===== src/rtl/eth_mdio_phy_slave.sv =====
// MDIO (clause 22) PHY-side management slave.
// MDC and MDIO are synchronised into av_clk; every protocol step happens on a
// synchronised MDC rising edge ("tick"). Read data is fetched from the register
// file through rd_regad/rd_data. Write data is presented on wr_regad/wr_data,
// qualified by wr_valid.
module eth_mdio_phy_slave #(
    parameter logic [4:0] PHY_ADDR = 5'd1,
    parameter int         PRE_BITS = 32,
    parameter bit         BCAST_EN = 1'b0
) (
    input  logic        av_clk,
    input  logic        av_reset,
    input  logic        mdc_i,
    input  logic        md_i,
    output logic        md_o,
    output logic        md_oe,
    output logic [4:0]  rd_regad,
    output logic        rd_strobe,
    input  logic [15:0] rd_data,
    output logic        wr_valid,
    output logic [4:0]  wr_regad,
    output logic [15:0] wr_data
);

    localparam int PW = $clog2(PRE_BITS + 1);
    localparam logic [PW-1:0] PRE_MAX  = PW'(PRE_BITS);
    localparam logic [PW-1:0] PRE_ZERO = PW'(1'b0);
    localparam logic [PW-1:0] PRE_ONE  = PW'(1'b1);

    typedef enum logic [2:0] {
        S_IDLE  = 3'd0,
        S_ST    = 3'd1,
        S_OP    = 3'd2,
        S_PHYAD = 3'd3,
        S_REGAD = 3'd4,
        S_TA    = 3'd5,
        S_RDATA = 3'd6,
        S_WDATA = 3'd7
    } state_t;

    // Synchroniser flops and the previous synchronised MDC value.
    logic [1:0] mdc_sync_q;
    logic       mdc_prev_q;
    logic [1:0] md_sync_q;

    // Protocol state.
    state_t      state_q,     state_d;
    logic [3:0]  bit_cnt_q,   bit_cnt_d;
    logic [PW-1:0] pre_cnt_q, pre_cnt_d;
    logic        op_hi_q,     op_hi_d;
    logic        is_read_q,   is_read_d;
    logic        match_q,     match_d;
    logic [4:0]  phyad_q,     phyad_d;
    logic [4:0]  regad_q,     regad_d;
    logic [15:0] shift_q,     shift_d;

    // Registered outputs.
    logic        md_o_q,      md_o_d;
    logic        md_oe_q,     md_oe_d;
    logic        rd_strobe_q, rd_strobe_d;
    logic        wr_valid_q,  wr_valid_d;
    logic [4:0]  rd_regad_q,  rd_regad_d;
    logic [4:0]  wr_regad_q,  wr_regad_d;
    logic [15:0] wr_data_q,   wr_data_d;

    logic        tick_s;
    logic        md_bit_s;
    logic        match_s;
    logic [4:0]  regad_next_s;
    logic [15:0] shift_in_s;
    logic [15:0] shift_out_s;

    assign tick_s       = mdc_sync_q[1] & ~mdc_prev_q;
    assign md_bit_s     = md_sync_q[1];
    assign regad_next_s = {regad_q[3:0], md_bit_s};
    assign shift_in_s   = {shift_q[14:0], md_bit_s};
    assign shift_out_s  = {shift_q[14:0], 1'b0};
    // Broadcast address 0 is honoured for writes only; reads must never drive the bus.
    assign match_s      = (phyad_q == PHY_ADDR) ||
                          (BCAST_EN && (phyad_q == 5'd0) && !is_read_q);

    // Two-flop synchronisers for MDC and MDIO plus MDC edge history.
    always_ff @(posedge av_clk or posedge av_reset) begin
        if (av_reset) begin
            mdc_sync_q <= 2'b00;
            mdc_prev_q <= 1'b0;
            md_sync_q  <= 2'b00;
        end else begin
            mdc_sync_q <= {mdc_sync_q[0], mdc_i};
            mdc_prev_q <= mdc_sync_q[1];
            md_sync_q  <= {md_sync_q[0], md_i};
        end
    end

    // Protocol state and output registers.
    always_ff @(posedge av_clk or posedge av_reset) begin
        if (av_reset) begin
            state_q     <= S_IDLE;
            bit_cnt_q   <= 4'd0;
            pre_cnt_q   <= PRE_ZERO;
            op_hi_q     <= 1'b0;
            is_read_q   <= 1'b0;
            match_q     <= 1'b0;
            phyad_q     <= 5'd0;
            regad_q     <= 5'd0;
            shift_q     <= 16'd0;
            md_o_q      <= 1'b0;
            md_oe_q     <= 1'b0;
            rd_strobe_q <= 1'b0;
            wr_valid_q  <= 1'b0;
            rd_regad_q  <= 5'd0;
            wr_regad_q  <= 5'd0;
            wr_data_q   <= 16'd0;
        end else begin
            state_q     <= state_d;
            bit_cnt_q   <= bit_cnt_d;
            pre_cnt_q   <= pre_cnt_d;
            op_hi_q     <= op_hi_d;
            is_read_q   <= is_read_d;
            match_q     <= match_d;
            phyad_q     <= phyad_d;
            regad_q     <= regad_d;
            shift_q     <= shift_d;
            md_o_q      <= md_o_d;
            md_oe_q     <= md_oe_d;
            rd_strobe_q <= rd_strobe_d;
            wr_valid_q  <= wr_valid_d;
            rd_regad_q  <= rd_regad_d;
            wr_regad_q  <= wr_regad_d;
            wr_data_q   <= wr_data_d;
        end
    end

    // Frame decoder: next state and outputs, evaluated only on MDC ticks.
    always_comb begin
        state_d     = state_q;
        bit_cnt_d   = bit_cnt_q;
        pre_cnt_d   = pre_cnt_q;
        op_hi_d     = op_hi_q;
        is_read_d   = is_read_q;
        match_d     = match_q;
        phyad_d     = phyad_q;
        regad_d     = regad_q;
        shift_d     = shift_q;
        md_o_d      = md_o_q;
        md_oe_d     = md_oe_q;
        rd_strobe_d = 1'b0;
        wr_valid_d  = 1'b0;
        rd_regad_d  = rd_regad_q;
        wr_regad_d  = wr_regad_q;
        wr_data_d   = wr_data_q;

        if (tick_s) begin
            case (state_q)
                S_IDLE: begin
                    if (md_bit_s) begin
                        if (pre_cnt_q != PRE_MAX) begin
                            pre_cnt_d = pre_cnt_q + PRE_ONE;
                        end else begin
                            pre_cnt_d = pre_cnt_q;
                        end
                    end else if (pre_cnt_q == PRE_MAX) begin
                        // This 0 is the first start bit.
                        state_d   = S_ST;
                        pre_cnt_d = PRE_ZERO;
                    end else begin
                        pre_cnt_d = PRE_ZERO;
                    end
                end
                S_ST: begin
                    if (md_bit_s) begin
                        state_d   = S_OP;
                        bit_cnt_d = 4'd0;
                    end else begin
                        state_d   = S_IDLE;
                        pre_cnt_d = PRE_ZERO;
                    end
                end
                S_OP: begin
                    if (bit_cnt_q == 4'd0) begin
                        op_hi_d   = md_bit_s;
                        bit_cnt_d = 4'd1;
                    end else if (op_hi_q != md_bit_s) begin
                        // 10 is a read, 01 is a write.
                        state_d   = S_PHYAD;
                        is_read_d = op_hi_q;
                        bit_cnt_d = 4'd0;
                    end else begin
                        state_d   = S_IDLE;
                        pre_cnt_d = PRE_ZERO;
                    end
                end
                S_PHYAD: begin
                    phyad_d = {phyad_q[3:0], md_bit_s};
                    if (bit_cnt_q == 4'd4) begin
                        state_d   = S_REGAD;
                        bit_cnt_d = 4'd0;
                    end else begin
                        bit_cnt_d = bit_cnt_q + 4'd1;
                    end
                end
                S_REGAD: begin
                    regad_d = regad_next_s;
                    if (bit_cnt_q == 4'd4) begin
                        match_d   = match_s;
                        state_d   = S_TA;
                        bit_cnt_d = 4'd0;
                        if (match_s && is_read_q) begin
                            rd_regad_d = regad_next_s;
                        end else begin
                            rd_regad_d = rd_regad_q;
                        end
                    end else begin
                        bit_cnt_d = bit_cnt_q + 4'd1;
                    end
                end
                S_TA: begin
                    if (bit_cnt_q == 4'd0) begin
                        bit_cnt_d = 4'd1;
                        if (is_read_q && match_q) begin
                            // Register file has had a full MDC period to settle.
                            shift_d     = rd_data;
                            rd_strobe_d = 1'b1;
                            md_oe_d     = 1'b1;
                            md_o_d      = 1'b0;
                        end else begin
                            md_oe_d = md_oe_q;
                        end
                    end else begin
                        bit_cnt_d = 4'd0;
                        if (is_read_q) begin
                            state_d = S_RDATA;
                            if (match_q) begin
                                md_o_d  = shift_q[15];
                                shift_d = shift_out_s;
                            end else begin
                                md_o_d = 1'b0;
                            end
                        end else begin
                            state_d = S_WDATA;
                        end
                    end
                end
                S_RDATA: begin
                    if (bit_cnt_q == 4'd15) begin
                        state_d   = S_IDLE;
                        pre_cnt_d = PRE_ZERO;
                        md_oe_d   = 1'b0;
                        md_o_d    = 1'b0;
                    end else begin
                        bit_cnt_d = bit_cnt_q + 4'd1;
                        if (match_q) begin
                            md_o_d  = shift_q[15];
                            shift_d = shift_out_s;
                        end else begin
                            md_o_d = 1'b0;
                        end
                    end
                end
                S_WDATA: begin
                    shift_d = shift_in_s;
                    if (bit_cnt_q == 4'd15) begin
                        state_d   = S_IDLE;
                        pre_cnt_d = PRE_ZERO;
                        if (match_q) begin
                            wr_regad_d = regad_q;
                            wr_data_d  = shift_in_s;
                            wr_valid_d = 1'b1;
                        end else begin
                            wr_valid_d = 1'b0;
                        end
                    end else begin
                        bit_cnt_d = bit_cnt_q + 4'd1;
                    end
                end
                default: begin
                    state_d   = S_IDLE;
                    pre_cnt_d = PRE_ZERO;
                    md_oe_d   = 1'b0;
                    md_o_d    = 1'b0;
                end
            endcase
        end else begin
            state_d = state_q;
        end
    end

    assign md_o      = md_o_q;
    assign md_oe     = md_oe_q;
    assign rd_strobe = rd_strobe_q;
    assign wr_valid  = wr_valid_q;
    assign rd_regad  = rd_regad_q;
    assign wr_regad  = wr_regad_q;
    assign wr_data   = wr_data_q;

endmodule

===== config.mk =====
export PLATFORM = sky130hd
export DESIGN_NAME = eth_mdio_phy_slave
export DESIGN_NICKNAME = d
export VERILOG_FILES = /design/src/rtl/eth_mdio_phy_slave.sv
export SDC_FILE = /design/constraint.sdc
export NUM_CORES = 1
export LEC_CHECK = 0
export CORE_ASPECT_RATIO = 0.5
export CORE_MARGIN = 2
export CORE_UTILIZATION = 47
export CTS_BUF_LIST = sky130_fd_sc_hd__clkbuf_4 sky130_fd_sc_hd__clkbuf_8 sky130_fd_sc_hd__clkbuf_16
export CTS_CLUSTER_DIAMETER = 150
export CTS_CLUSTER_SIZE = 28
export DETAILED_ROUTE_END_ITERATION = 16
export GPL_ROUTABILITY_DRIVEN = 0
export GPL_TIMING_DRIVEN = 0
export PLACE_DENSITY = 0.7
export SLEW_MARGIN = 10
export SYNTH_ARGS = -nofsm -noshare
export SYNTH_HDL_FRONTEND = slang
export SYNTH_SLANG_ARGS = --single-unit
export TNS_END_PERCENT = 100

===== constraint.sdc =====
create_clock -name av_clk -period 3.05 [get_ports av_clk]
set_clock_uncertainty 0.2 [all_clocks]
set_input_delay 0.305 -clock av_clk [delete_from_list [all_inputs] [get_ports av_clk]]
set_output_delay 0.305 -clock av_clk [all_outputs]
set_load 0.02 [all_outputs]

After elaboration in Yosys (flattened, before gate mapping):

Cells that the tools add are included.

* flip-flop bits (word level): 77
* latch bits: 0
* bits in writable memories: 0
* ROM bits: 0
* input bits: 20
* output and inout port bits: 30
* word-level logic and storage cells: 128
* memories kept: 0

* add/sub/neg operators: 2
* multipliers: 0
* divide/modulo/power cells: 0
* magnitude comparators: 0
* equality and inequality tests: 32
* shift-type cells: 0
* mux-type cells: 49
* bitwise gates (word level): 3
* reduce and logical (&&, ||, !) cells: 23

Operators by type and width (count)
* 16-bit two-way mux: 5
* 16-bit one-hot mux with 3 select lines: 1
* 6-bit two-way mux: 6
* 2-bit inequality test, second input constant: 14
* 6-bit one-hot mux with 4 select lines: 1
* 3-bit two-way mux: 7
* 3-bit one-hot mux with 7 select lines: 1
* 4-bit two-way mux: 5
* 4-bit one-hot mux with 5 select lines: 1
* 1-bit two-way mux: 18
* 4-bit AND reduction: 4
* 5-bit AND reduction: 3
* 3-bit equality test, second input constant: 4
* 3-bit inequality test, second input constant: 4
* 8-bit AND reduction: 1
* 7-bit AND reduction: 1
* 6-bit by 1-bit adder with 6-bit output, second input constant: 1
* 3-bit by 2-bit equality test with 1-bit output, second input constant: 2
* 6-bit equality test, second input constant: 1
* 6-bit inequality test, second input constant: 1
* 3-bit AND reduction: 2
* 5-bit by 1-bit equality test with 1-bit output, second input constant: 1
* 5-bit nonzero test: 1
* 4-bit by 1-bit adder with 4-bit output, second input constant: 1
* 17 further kinds: 23

Logic depth before layout (Yosys ltp):

Gate-level depths: netlist of the first run.

* word-level depth: 5
* mapped depth: 10
* mapped depth without buffers: 7

Least setup slack after synthesis of the first run:

Ideal clock, no wire load.

* kind: reg2reg
* from: register bit_cnt_q[0]
* to: register shift_q[10]
* library setup time: 124 ps
* data arrival time: 1939 ps
* data required time: 2726 ps
* setup slack: 787 ps
* stages on the path, launching flop included: 10
* path buffers: 2
* period minus slack after synthesis: 2263 ps
* path through: dfrtp_1 > inv_1 > ha_1 > or3b_1 > buf_6 > a21oi_4 > inv_2 > a31o_4 > buf_6 > o2bb2ai_1

* word-level cells in the longest chain between the ends: 3
* elaborated cells on any way between the ends: 8
* those cells by class: 4 x eq/ne; 2 x mux; 2 x reduce/logical

RTL lines
* from (decl): RTL line 48 `logic [3:0] bit_cnt_q, bit_cnt_d;`
* from (signal assigned): RTL line 116 `bit_cnt_q <= bit_cnt_d;`
* 4-bit equality test or 4-bit logical NOT (tied branches): RTL line 245, 218
* 2-bit inequality test (no line) (tied with other cells)
* 5-bit AND reduction (no line) or 16-bit one-hot mux with 3 select lines (tied branches)
* to (signal assigned): RTL line 123 `shift_q <= shift_d;`
* to (decl): RTL line 55 `logic [15:0] shift_q, shift_d;`

Parallel ways exist; a longest one is shown, timed or not.
A chain may end at the register's enable or synchronous reset.

Worst setup path in the final report of the first run:

* from: register bit_cnt_q[0]
* to: register shift_q[5]

The elaborated chain is that of the path after synthesis.

==> summary.md, run 1 <==
| Metric | Value |
|---|---|
| Fillcell total | 570 |
| Initial standard-cell utilization of the core | 49.42% |
| Largest net degree at the start of global routing | 56 |
| Async set or reset register ratio after synthesis | 100.0% |
| Global-route wire length before repair | 13370 um |
| Synth-to-layout area growth | 26.14% |
| Die height | 66.74 um |
| Number of distinct library cells after synthesis | 54 |
| Leakage dissipation | 0.002054 uW |
| Quantity of I/O buffers inserted on ports | 49 |
| Fraction of power consumed by sequential logic | 46.8% |
| Cell-by-cell listing of the critical path | inv_1, ha_1, or3b_1, buf_6, a21oi_4, o21ai_2, clkbuf_1, a22oi_1, o2bb2ai_1 |
| Critical-path cell with the highest stage delay | dfrtp_1 |
| Post-Place Cells | 468 |
| Clk Tree Root Cell | clkbuf_16 |
| Most used cells in the layout excluding fill and tap cells | dfrtp_1 (77), clkdlybuf4s50_1 (49), mux2_2 (39) |
| Required time worst endpoint | 3.07 ns |
| Most common cell after layout, fill and taps aside | dfrtp_1 |
| Max Transition Viols Final | 0 |
| Register area | 0.001927 mm2 |
| Fmax | 378.0 MHz |
| Nets in the synthesized netlist | 334 |
| Worst-case vdd ir drop | 0.3429 mV |
| Clock insertion delay at the later pin of the skew report | 0.34 ns |
| P per Cell Area | 475.3 mW/mm2 |
| Crit path time final | 2.645 ns |
| NumNets Final | 395 |
| NetSw | 447.2 uW |
| Relative slew slack | 67.43% |
| Element type at the critical path end | flip-flop |
| Area of combinational cells with multiple inputs | 0.001605 mm2 |
| Overflow after GRT | 0 |
| Number of sinks driven by the clock tree | 77 |
| Overall via count from detail_route | 2761 |
| Post-Synthesis Mean Instance Area | 11.93 um2 |
| Iteration count of the initial detailed-routing pass | 5 |
| DRC violation total after the first TritonRoute iteration | 175 |
| Diode insertion count for antenna repair | 0 |
| Placeable core region | 0.007487 mm2 |
| Total GRT Usage | 20.31% |
| DRC violations left | 0 |
| Final-report setup violation count | 0 |
| EDFF count, synth | 0 |
| Worst stage delay on the critical path | 0.41 ns |
| Synth Cell Area | 0.003700 mm2 |
| Switching portion of total power | 20.16% |
| Total of max-cap violations | 0 |
| Std-Cell Rows | 22 |
| Post-Syn Instances | 310 |
| Residual antenna-violating net count after detailed routing | 0 |
| Clock network power share | 49.1% |
| Measured slew at the worst slew-check pin | 0.4848 ns |
| Fin crit share | 86.73% |
| Number of antenna violations at the first check in global routing | 0 |
| Unrepaired setup endpoints after global routing | no |
| Post-layout instance count excluding filler cells | 484 |
| Type of the setup path with the least slack | reg -> reg |
| Post-synthesis register bit count | 77 |
| Maximum net fanout on the critical path | 10 |
| H-tree depth reported by CTS | 3 |
| Width of the die | 129.5 um |
| Crit path launch type | flip-flop |
| Count of final hold-check violations | 0 |
| Sum Neg Setup Slack | 0 ns |
| Post-CTS Repair Setup Buffers | 0 |
| Die area | 0.008641 mm2 |
| TritonCTS clock tree | built |
| Arrival time at the worst endpoint | 2.66 ns |
| Comb pwr share | 4.0% |
| Top Ports | 50 |
| Vias per cell | 5.705 |
| Cell internal pwr | 1771 uW |
| Share of post-route cells with drive strength above 1 | 22.34% |
| Sequential fraction of the synthesis area | 52.08% |
| Via count of the first global-routing pass | 2740 |
| Clock input transition at the sequential cells of the worst setup and hold paths | 0.06 ns |
| Number of hold buffers added after cts | 0 |
| Count of synthesis-stage warnings from yosys | 0 |
| Resize count post-CTS | 0 |
| DP HPWL | 5510 um |
| Deepest clock path buffer count | 2 |
| Aggregate routed wire length | 7833 um |
| Path type of the worst min-delay path | in -> async |
| Average detailed-routed wire length per instance | 16.18 um |
| Fraction of the core area covered by cells at the end of the flow | 62.33% |
| Clock buffers created by TritonCTS | 9 |
| Top_reg_cell synth | dfrtp_1 |
| Outcome | complete, no violations |
[worst paths after layout]
| path | startpoint | endpoint | slack (ns) | depth (start not counted) |
|---|---|---|---|---|
| worst max-delay path | bit_cnt_q[0] | shift_q[5] | 0.40 | 9 |
| worst min register to register | md_sync_q[0] | md_sync_q[1] | 0.15 | 0 |
| min in group av_clk | md_sync_q[0] | md_sync_q[1] | 0.15 | 0 |
| worst max register to register | bit_cnt_q[0] | shift_q[5] | 0.40 | 9 |
| worst min-delay path | av_reset | phyad_q[2] | 0.09 | 2 |
| max in group asynchronous | av_reset | shift_q[1] | 2.02 | 3 |
[layout make-up]
cell class	instances	area share (%)
multi-input combinational	204	34.40
buffer	17	2.627
inverter	12	1.019
clock inverter	3	0.9383
timing repair buffer	50	11.10
sequential	77	41.29
tap	108	2.895
clock buffer	13	5.737
[sequential cells by signal, indices dropped and copies added, names as in the netlist]
name / flops
wr_valid: 1
md_sync_q: 2
shift_q: 16
wr_data: 16
phyad_q: 5
rd_strobe: 1
bit_cnt_q: 4
op_hi_q: 1
md_oe: 1
md_o: 1
is_read_q: 1
match_q: 1
mdc_sync_q: 2
state_q: 3
rd_regad: 5
pre_cnt_q: 6
wr_regad: 5
mdc_prev_q: 1
regad_q: 5
[cell families after synthesis]
family          share of synthesized area, %
flops                                  52.08
simple gates                           10.72
compound gates                         17.65
buf+inv                                4.531
fa+ha+maj                              1.353
mux                                    12.68
xor+xnor                              0.9809
[metrics by stage]
step	setup WS, ns	cell area (um2)	hold WS, ns	total power, uW
after CTS	0.4376	4667	0.08391	2247
after detailed placement	0.4306	4355	0.1357	1148
after floorplan	0.5783	3700	0.1312	1103
after global routing	0.1978	4667	0.1007	2304
final	0.4048	4667	0.08826	2218
after global placement	-0.5754	4325	0.1313	1139
[synthesized netlist by cell type (2+ instances only)]
cell	instances	area (um2)
and3_1	2	12.51
a22oi_1	17	127.6
nand2_1	14	52.55
mux2i_1	3	30.03
nor3_1	6	30.03
mux2_2	39	439.2
nor2b_1	3	18.77
nand2b_1	8	50.05
o31ai_1	2	15.01
nand3_1	7	35.03
clkbuf_1	3	11.26
o21ai_0	18	90.09
buf_6	5	56.30
nand4_1	2	12.51
a31oi_1	4	25.02
o2bb2ai_1	19	166.4
dfrtp_1	77	1927
or2_2	2	12.51
nor4_1	2	12.51
ha_1	4	50.05
o22ai_1	5	31.28
inv_1	11	41.29
nor4bb_1	2	20.02
buf_4	4	30.03
nor2_1	10	37.54
or4b_1	2	20.02
a21oi_1	8	40.04
buf_2	5	25.02
[per-layer routing]
metal	GRT usage, %	wire length (um)
met2	32.76	3682
met3	7.149	440
met1	26.41	3640
met5	0	0
met4	5.242	69
[critical path: cells and delay by family, from the launching register on]
| family | cells | cell delay [ns] |
|---|---|---|
| AO/OA/AOI/OAI | 4 | 0.73 |
| buffers and inverters | 3 | 0.56 |
| flip-flops | 1 | 0.41 |
| AND/OR/NAND/NOR | 1 | 0.38 |
| adder cells (fa/ha/maj) | 1 | 0.25 |
[power by group through the flow]
stage	Sequential (uW)	Clock (uW)	Combinational, uW
final	1040	1090	89.5
after global routing	1040	1160	101
after detailed placement	1060	0	90.7
after global placement	1060	0	82.5
after floorplan	1050	0	47.9
after CTS	1040	1120	91.6
(Power assumes the default switching activity.)
==> inputs of run 2 (changes only) <==
Settings changed: CELL_PAD_IN_SITES_DETAIL_PLACEMENT from default to 0, CELL_PAD_IN_SITES_GLOBAL_PLACEMENT from default to 1, CORE_UTILIZATION 47 to 40, PLACE_DENSITY 0.7 to default, PLACE_DENSITY_LB_ADDON from default to 0.1.
Clock period 3.05 ns to 2.3 ns, I/O delays scaled along.
==> summary.md, run 2 (same netlist as run 1, synthesis figures left out) <==
| Metric | Value |
|---|---|
| Outcome | complete, no violations |
| Fillcell total | 748 (+31%) |
| Clock input transition at the sequential cells of the worst setup and hold paths | 0.06 ns (about the same) |
| Fmax | 438.0 MHz (+16%) |
| Overall via count from detail_route | 2730 (-1.1%) |
| Number of sinks driven by the clock tree | 77 (unchanged) |
| Width of the die | 140.0 um (+8.1%) |
| Worst Hold Margin | 0.02656 ns (-0.06170 ns) |
| Worst-case vdd ir drop | 0.3736 mV (+9.0%) |
| Clock insertion delay at the later pin of the skew report | 0.34 ns (about the same) |
| Worst reg2reg path startpoint | bit_cnt_q[1] |
| Arrival time at the worst endpoint | 2.34 ns (-0.32 ns) |
| Dominant cell type by count on the critical path | buf_6 |
| Crit path launch type | flip-flop |
| Total GRT Usage | 18.12% (-2.2 points) |
| Maximum net fanout on the critical path | 6 (-4) |
| Quantity of I/O buffers inserted on ports | 49 (unchanged) |
| NumNets Final | 409 (+3.5%) |
| Cell-by-cell listing of the critical path | inv_2, ha_4, or3b_1, buf_6, o211ai_2, a21o_1, buf_6, a31o_4, clkbuf_16, o2bb2ai_1 |
| Via count of the first global-routing pass | 2814 (+2.7%) |
| Final-report setup violation count | 0 (unchanged) |
| Aggregate routed wire length | 8318 um (+6.2%) |
| Die area | 0.01008 mm2 (+17%) |
| Required time worst endpoint | 2.36 ns (-0.71 ns) |
| Worst setup slack for register-to-register paths | 0.02 ns (-0.39 ns) |
| Overall power | 2962 uW (+34%) |
| Most used cells in the layout excluding fill and tap cells | dfrtp_1 (77), clkdlybuf4s50_1 (49), mux2_2 (39) |
| Worst stage delay on the critical path | 0.39 ns (-0.02 ns) |
| Total of max-cap violations | 0 (unchanged) |
| Number of hold buffers added after cts | 0 (unchanged) |
| DRC violation total after the first TritonRoute iteration | 141 (-19%) |
| Vias per cell | 5.385 (-5.6%) |
| Count of final hold-check violations | 0 (unchanged) |
| Post-layout instance count excluding filler cells | 507 (+4.8%) |
| Global-route wire length before repair | 14230 um (+6.4%) |
| Die height | 72.01 um (+7.9%) |
| Synth-to-layout area growth | 33.38% |
| Residual antenna-violating net count after detailed routing | 0 (unchanged) |
| Reg2reg end | shift_q[2] |
| Largest net degree at the start of global routing | 36 (-36%) |
| Crit path time final | 2.283 ns (-0.3620 ns) |
| Measured slew at the worst slew-check pin | 0.5172 ns (+0.03242 ns) |
| Post-Place Cells | 478 (+2.1%) |
| Overflow after GRT | 0 (unchanged) |
| Path type of the worst min-delay path | in -> async |
| DRC violations left | 0 (unchanged) |
| Cells on worst reg2reg path | 10 (+1) |
| Diode insertion count for antenna repair | 0 (unchanged) |
| Most common cell after layout, fill and taps aside | dfrtp_1 |
| Clock buffers created by TritonCTS | 9 (unchanged) |
| Type of the setup path with the least slack | reg -> reg |
| Unrepaired setup endpoints after global routing | yes |
| Top Ports | 50 (unchanged) |
| Max Transition Viols Final | 0 (unchanged) |
| Fin crit share | 99.27% (+13 points) |
| Number of antenna violations at the first check in global routing | 0 (unchanged) |
| Share of post-route cells with drive strength above 1 | 30.26% (+7.9 points) |
| Leakage dissipation | 0.002161 uW (+5.2%) |
| DP HPWL | 5926 um (+7.5%) |
| Initial standard-cell utilization of the core | 41.77% (-7.6 points) |
| P per Cell Area | 600.3 mW/mm2 (+26%) |
| Deepest clock path buffer count | 2 (unchanged) |
| Relative slew slack | 65.20% (-2.2 points) |
| Critical-path cell with the highest stage delay | dfrtp_1 |
| Clk Tree Root Cell | clkbuf_16 |
| Average detailed-routed wire length per instance | 16.41 um (+1.4%) |
| TritonCTS clock tree | built |
| Element type at the critical path end | flip-flop |
| H-tree depth reported by CTS | 3 (unchanged) |
| Iteration count of the initial detailed-routing pass | 4 (-1) |
| Placeable core region | 0.008859 mm2 (+18%) |
| Std-Cell Rows | 24 (+9.1%) |
-- run 2: changes by cell type in the layout (fill, tap and decap cells not counted), sizes merged --
cell / before / now
buf: 15 / 27
clkbuf: 16 / 15
clkinv: 2 / 1
clkinvlp: 0 / 2
inv: 12 / 14
-- run 2: final cells by class --
cell class	count	area (um2)	area share [%]
well taps	117	146.4	2.967
repair buffers	64	645.6	13.08
clock buffers	10	239.0	4.843
clock inverters	6	68.82	1.395
inverters	12	48.80	0.9888
flip-flops and latches	77	1927	39.05
plain buffers	17	138.9	2.814
multi-input cells	204	1720	34.86
-- run 2: metrics by stage --
| step | util [%] | instance area (um2) | TNS, ns | setup slack [ns] |
|---|---|---|---|---|
| after detailed placement | 49.45 | 4380 | -4.938 | -0.2815 |
| final | 55.71 | 4935 | 0 | 0.01674 |
| after CTS | 53.88 | 4773 | 0 | 0.02725 |
| after global routing | 55.71 | 4935 | -0.5256 | -0.05667 |
| after global placement | 49.00 | 4340 | -4.903 | -0.2746 |
| after floorplan | - | 3704 | 0 | 0.03698 |
-- run 2: worst max-delay path, delay by kind of cell (launching register included) --
family,cells,cell delay (ns)
compound gates,4,0.59
buf+inv,4,0.50
flops,1,0.39
simple gates,1,0.36
fa+ha+maj,1,0.15
-- run 2: what timing repair did --
| item | 4_1_cts | 5_1_grt |
|---|---|---|
| resized for setup | 8 | 23 |
| setup endpoints to repair | 40 | 39 |
| pin swaps | 0 | 4 |
| cloned | 0 | 1 |
| buffers inserted | 7 | 5 |
-- run 2: power breakdown --
part	total, uW	leakage [uW]	switching [uW]	internal, uW
clock network	1460	0.000150	579	879
logic	127	0.000954	63.6	63.0
registers	1380	0.00106	10.7	1370
total	2960	0.00216	654	2310
-- run 2: how the worst max path moves through the flow --
stage                      start     endpoint  slack (ns)  cells after the start
floorplan           bit_cnt_q[0]  shift_q[10]        0.04                      9
global placement    bit_cnt_q[0]   shift_q[7]       -0.27                      9
detailed placement  bit_cnt_q[0]   shift_q[7]       -0.28                      9
CTS                 bit_cnt_q[0]   shift_q[5]        0.03                     10
global route        bit_cnt_q[1]  shift_q[10]       -0.06                     10
finish              bit_cnt_q[1]   shift_q[2]        0.02                     10
-- run 2: per-layer routing --
metal	wire, um	global-route usage, %	vias to the layer above
met1	4025	23.84	1377
met4	48	3.704	0
li1	-	-	1303
met2	3759	28.35	44
met5	0	0	-
met3	485	7.921	6
